--- config.mk ---
export PLATFORM = sky130hd
export DESIGN_NAME = stopwatch_sequencer
export DESIGN_NICKNAME = d
export VERILOG_FILES = /design/src/rtl/stopwatch_sequencer.sv
export SDC_FILE = /design/constraint.sdc
export NUM_CORES = 1
export LEC_CHECK = 0
export BUFFER_PORTS_ARGS = -buffer_cell sky130_fd_sc_hd__buf_2
export CORE_MARGIN = 10
export CORE_UTILIZATION = 60
export CTS_CLUSTER_SIZE = 40
export DETAILED_ROUTE_END_ITERATION = 6
export GPL_TIMING_DRIVEN = 1
export PLACE_DENSITY = 0.78
export SETUP_SLACK_MARGIN = 0.3
export SLEW_MARGIN = 25
export SYNTH_ARGS = -nofsm -noshare
export SYNTH_HDL_FRONTEND = slang
export SYNTH_SLANG_ARGS = --single-unit
export TNS_END_PERCENT = 1
--- constraint.sdc ---
create_clock -name CLK -period 2.4 [get_ports CLK]
set_input_delay 0.12 -clock CLK [delete_from_list [all_inputs] [get_ports CLK]]
set_output_delay 0.12 -clock CLK [all_outputs]
set_load 0.05 [all_outputs]
--- src/rtl/stopwatch_sequencer.sv ---
// rtl/stopwatch_sequencer.sv - button-driven stopwatch control sequencer for an external BCD counter
//
// Purpose: synchronises and debounces four raw buttons, turns debounced
// presses into one-cycle events, and runs an IDLE/RUNNING/PAUSED/LAP state
// machine. It prescales the clock into count_inc ticks and selects either the
// live count or a frozen lap value for display.
//
// Ports:
//   CLK        in   1  single clock, rising edge
//   RST        in   1  synchronous active-high reset
//   BTN_CLEAR  in   1  raw clear button
//   BTN_START  in   1  raw start button
//   BTN_STOP   in   1  raw stop button
//   BTN_LAP    in   1  raw lap button
//   count_in   in   8  two-digit BCD count from the external counter
//   count_inc  out  1  one-cycle increment command
//   count_clr  out  1  one-cycle clear command
//   disp_out   out  8  BCD value for the display controller
//   state      out  2  IDLE=00 RUNNING=01 PAUSED=10 LAP=11
//   running    out  1  high in RUNNING or LAP
module stopwatch_sequencer #(
  parameter int TICK_DIV   = 1200000,
  parameter int DEB_CYCLES = 50000
) (
  input  logic       CLK,
  input  logic       RST,
  input  logic       BTN_CLEAR,
  input  logic       BTN_START,
  input  logic       BTN_STOP,
  input  logic       BTN_LAP,
  input  logic [7:0] count_in,
  output logic       count_inc,
  output logic       count_clr,
  output logic [7:0] disp_out,
  output logic [1:0] state,
  output logic       running
);

  typedef enum logic [1:0] {
    ST_IDLE    = 2'b00,
    ST_RUNNING = 2'b01,
    ST_PAUSED  = 2'b10,
    ST_LAP     = 2'b11
  } state_t;

  // The debounce counter only needs to reach DEB_CYCLES-1.
  localparam int DW = (DEB_CYCLES < 2) ? 1 : $clog2(DEB_CYCLES);
  localparam int PW = $clog2(TICK_DIV);
  localparam logic [DW-1:0] DEB_LAST  = DW'(DEB_CYCLES - 1);
  localparam logic [PW-1:0] TICK_LAST = PW'(TICK_DIV - 1);

  // Button bit order: 0 clear, 1 stop, 2 start, 3 lap.
  logic [3:0]    w_btn_raw;
  logic [3:0]    r_sync1;
  logic [3:0]    r_sync2;
  logic [3:0]    r_deb;
  logic [3:0]    r_deb_q;
  logic [3:0]    r_press;
  logic [DW-1:0] r_deb_cnt [4];

  assign w_btn_raw = {BTN_LAP, BTN_START, BTN_STOP, BTN_CLEAR};

  // Synchroniser, per-button debounce, and registered rising-edge detect.
  // The press register adds the final cycle so the event appears
  // DEB_CYCLES+2 edges after the first high sample.
  always_ff @(posedge CLK) begin
    if (RST) begin
      r_sync1 <= '0;
      r_sync2 <= '0;
      r_deb   <= '0;
      r_deb_q <= '0;
      r_press <= '0;
      for (int i = 0; i < 4; i++) begin
        r_deb_cnt[i] <= '0;
      end
    end else begin
      r_sync1 <= w_btn_raw;
      r_sync2 <= r_sync1;
      r_deb_q <= r_deb;
      r_press <= r_deb & ~r_deb_q;
      for (int i = 0; i < 4; i++) begin
        if (r_sync2[i] != r_deb[i]) begin
          if (r_deb_cnt[i] == DEB_LAST) begin
            r_deb[i]     <= r_sync2[i];
            r_deb_cnt[i] <= '0;
          end else begin
            r_deb_cnt[i] <= r_deb_cnt[i] + DW'(1);
          end
        end else begin
          // Agreement (including a bounce back) restarts the count.
          r_deb_cnt[i] <= '0;
        end
      end
    end
  end

  logic w_clear;
  logic w_stop;
  logic w_start;
  logic w_lap;

  assign w_clear = r_press[0];
  assign w_stop  = r_press[1];
  assign w_start = r_press[2];
  assign w_lap   = r_press[3];

  state_t        r_state;
  logic          r_running;
  logic [PW-1:0] r_presc;
  logic [7:0]    r_lap;
  logic          r_inc;
  logic          r_clr;
  logic [7:0]    r_disp;

  always_ff @(posedge CLK) begin
    if (RST) begin
      r_state   <= ST_IDLE;
      r_running <= 1'b0;
      r_presc   <= '0;
      r_lap     <= '0;
      r_inc     <= 1'b0;
      r_clr     <= 1'b0;
      r_disp    <= '0;
    end else begin
      r_disp <= (r_state == ST_LAP) ? r_lap : count_in;
      r_inc  <= 1'b0;
      r_clr  <= 1'b0;

      // Prescaler advances only while running, so a pause freezes the phase.
      if (r_running) begin
        if (r_presc == TICK_LAST) begin
          r_presc <= '0;
          r_inc   <= 1'b1;
        end else begin
          r_presc <= r_presc + PW'(1);
        end
      end

      // Priority chain: clear > stop > start > lap. A higher event that is
      // ignored in the current state still swallows the lower ones.
      if (w_clear) begin
        r_state   <= ST_IDLE;
        r_running <= 1'b0;
        r_clr     <= 1'b1;
        r_inc     <= 1'b0;
        r_presc   <= '0;
        r_lap     <= '0;
      end else begin
        case (r_state)
          ST_IDLE, ST_PAUSED: begin
            if (!w_stop && w_start) begin
              r_state   <= ST_RUNNING;
              r_running <= 1'b1;
            end
          end
          ST_RUNNING: begin
            if (w_stop) begin
              r_state   <= ST_PAUSED;
              r_running <= 1'b0;
            end else if (!w_start && w_lap) begin
              r_state <= ST_LAP;
              r_lap   <= count_in;
            end
          end
          ST_LAP: begin
            if (w_stop) begin
              r_state   <= ST_PAUSED;
              r_running <= 1'b0;
            end else if (!w_start && w_lap) begin
              r_state <= ST_RUNNING;
            end
          end
          default: begin
            r_state   <= ST_IDLE;
            r_running <= 1'b0;
          end
        endcase
      end
    end
  end

  assign count_inc = r_inc;
  assign count_clr = r_clr;
  assign disp_out  = r_disp;
  assign state     = r_state;
  assign running   = r_running;

endmodule

==> impl_metrics.ini <==
[outcome]
status = complete, no violations

[critical_path]
rr_startpoint = r_deb_cnt[1][5]
worst_setup_path_start_kind = register
crit_chain = or4_1 -> or4_4 -> nand2_4 -> nor2_1
arrival_ns = 2.33
crit_required_ns = 2.66
r2r_cells = 4
slowest_stage = or4_4
setup.worst_path.class = register to register
crit_path_max_fanout = 14
critical_path.endpoint_type = register
cpPeakStageDelay_ns = 0.56
crit_start = r_deb_cnt[1][5]
r2r_slack_ns = 0.33

[sta]
finalHoldViolCount = 0
relSlewSlack_pct = 56.7
clock_skew_ns = 0.00878
worst-slew-pin-transition_ns = 0.650
clock.fmax_mhz = 483
slew_violations = 0
min_period_over_period_pct = 86.3
setup_tns_ns = 0
rsz0062_at_grt = true
setup_viol = 0
min_period_ns = 2.07

[hold_path]
hold_depth = 2
worstHoldPathType = input port to register
hold_path.startpoint = RST

[layout]
final_common_cell = nor2_1
regArea_um2 = 3160
multi_input_area_um2 = 2790
antenna_cells = 0
final_cell_mix = nor2_1 (101), edfxtp_1 (64), conb_1 (64)
drive_above_1_share_pct = 11.3
fillers = 650
synthToLayoutAreaGrowth_pct = 21.5
instances_no_fill = 829
layout.nets = 706

[pwr]
swShare_pct = 21.7
finalPower_mw = 5.16
p_sw_mw = 1.12
clkPwrFrac_pct = 49.8
p_per_area_nw_per_um2 = 727
p_leak_nw = 2.63
internal-power_mw = 4.04
combPwrFrac_pct = 4.1
irDropWorstVdd_mv = 0.598
seqPwrFrac_pct = 46.2

[global_route]
grt_use_total_pct = 17.3
grt_max_degree = 35
grt_overflow = 0
grt_pass1_wl_um = 20500
antenna_found_initial = 0
grt_pass1_vias = 4582

[synth]
synth_compound_area_share_pct = 3.34
avgSynthCellArea_um2 = 10.2
netlist_instances = 573
yosys.area_share.adder_pct = 1.07
synth-edff-count = 64
synth.top_cell.area_share_pct = 32.9
yosys-top-cells-area = edfxtp_1 (33%), dfxtp_1 (21%), xnor2_1 (8.6%)
yosysTopAreaCell = edfxtp_1
netlist_area_um2 = 5840
synth_top_family_by_area = simple AND/OR/NAND/NOR gates
synthXorXnorAreaFrac_pct = 10.5
seq_area_frac_synth_pct = 54.2
synth-main-ff-cell = edfxtp_1
muxShareOfSynthArea_pct = 2.23
ys_async_sr_fraction_pct = 0
yosysWarnings = 0
synth.distinct_cells = 49
ys_seq_elements = 126
yosys.area_share.simple_pct = 26.3

[route]
dr.pass1.iters = 5
final_antenna_net_count = 0
routedWlPerCell_um = 14.5
drt-total-wl_um = 12000
avgViaCountPerCell = 5.37
drt_iter0_markers = 271
vias = 4452
post-route-drc-count = 0

[cts]
cts_buffer_depth = 2
clk_pin_slew_ns = 0.06
h-tree-depth = 4
clkLatencyLatePin_ns = 0.51
cts_tree = yes
cts_made_buffers = 17
cts.sinks = 126
ctsRootBufferMaster = clkbuf_8

[placement]
dp_hpwl_um = 7730
place_congestion = 0.839
portBuffers = 26
place_inst = 780

[die]
row_count = 35
start_util_pct = 62.3
die_h_um = 119
io_pins = 27
die-area_um2 = 14100
die_w_um = 119
coreArea_um2 = 9370

[run]
cap_violations = 0
==> timing repair <==
action,in CTS,in global routing
buffers inserted,0,5
gates resized for setup,2,0
pin swaps,0,1
endpoints found under the setup margin,10,11
hold endpoints to repair,20,0
hold buffers,12,0
==> power by group through the flow <==
stage / registers [mW] / logic, mW / clock network [mW]
3_3_place_gp: 2.42 / 0.175 / 0
3_5_place_dp: 2.42 / 0.178 / 0
5_1_grt: 2.39 / 0.233 / 2.72
2_1_floorplan: 2.43 / 0.114 / 0
6_report: 2.38 / 0.209 / 2.57
4_1_cts: 2.38 / 0.197 / 2.61
==> kinds of logic after synthesis <==
logic type,after synthesis
simple gates,298
flops,126
xor+xnor,70
compound gates,32
buf+inv,28
mux,13
fa+ha+maj,5
other cells,1
==> path summary, 6_finish.rpt <==
path / end
min reg2reg: r_press[1]
max: r_deb_cnt[1][6]
max reg2reg: r_deb_cnt[1][6]
min: r_deb[0]
==> critical path, delay by kind of cell, from the launching register on <==
family           cells  cell delay (ns)
and+or+nand+nor      4             1.34
DFF                  1             0.47
==> synth_stat cells (all sizes together) (3+ instances only) <==
master and count:
a21oi 19, and3 9, and4b 3, buf 9, clkbuf 7, dfxtp 62, edfxtp 64, ha 5
inv 12, mux2i 13, nand2 42, nand2b 3, nand3 24, nand4 26, nor2 101, nor2b 17
nor3 20, nor4 22, o31ai 8, or2 6, or4 10, or4b 3, xnor2 57, xor2 13
==> registers in the layout, summed over array words and instances (netlist names), 8 cells and up <==
name       flops
r_deb_cnt     64
r_presc       21
disp_out       8
r_lap          8
==> cell type report <==
type / instances / area share [%]
clock inverters: 12 / 1.82
repair buffers: 48 / 4.59
inverters: 12 / 0.635
clock buffers: 20 / 6.74
well taps: 129 / 2.28
flip-flops and latches: 126 / 44.6
multi-input cells: 482 / 39.4
==> per-stage QoR <==
step                utilization (%)  setup WS (ns)  hold slack [ns]  area, um^2
floorplan                         -          0.416            0.248        6070
global placement               67.4          0.308            0.329        6320
detailed placement             67.4          0.252            0.340        6320
CTS                            75.3          0.308            0.113        7060
global route                   75.7          0.296            0.154        7090
finish                         75.7          0.329            0.139        7090
==> routing by layer <==
layer | part of all wire (%) | global-route usage [%]
met1 | 43 | 19.7
met2 | 52 | 30.4
met3 | 3.1 | 4.28
met4 | 1.7 | 6.95
met5 | 0 | 0
No activity file was read; power rests on OpenSTA's default activity.
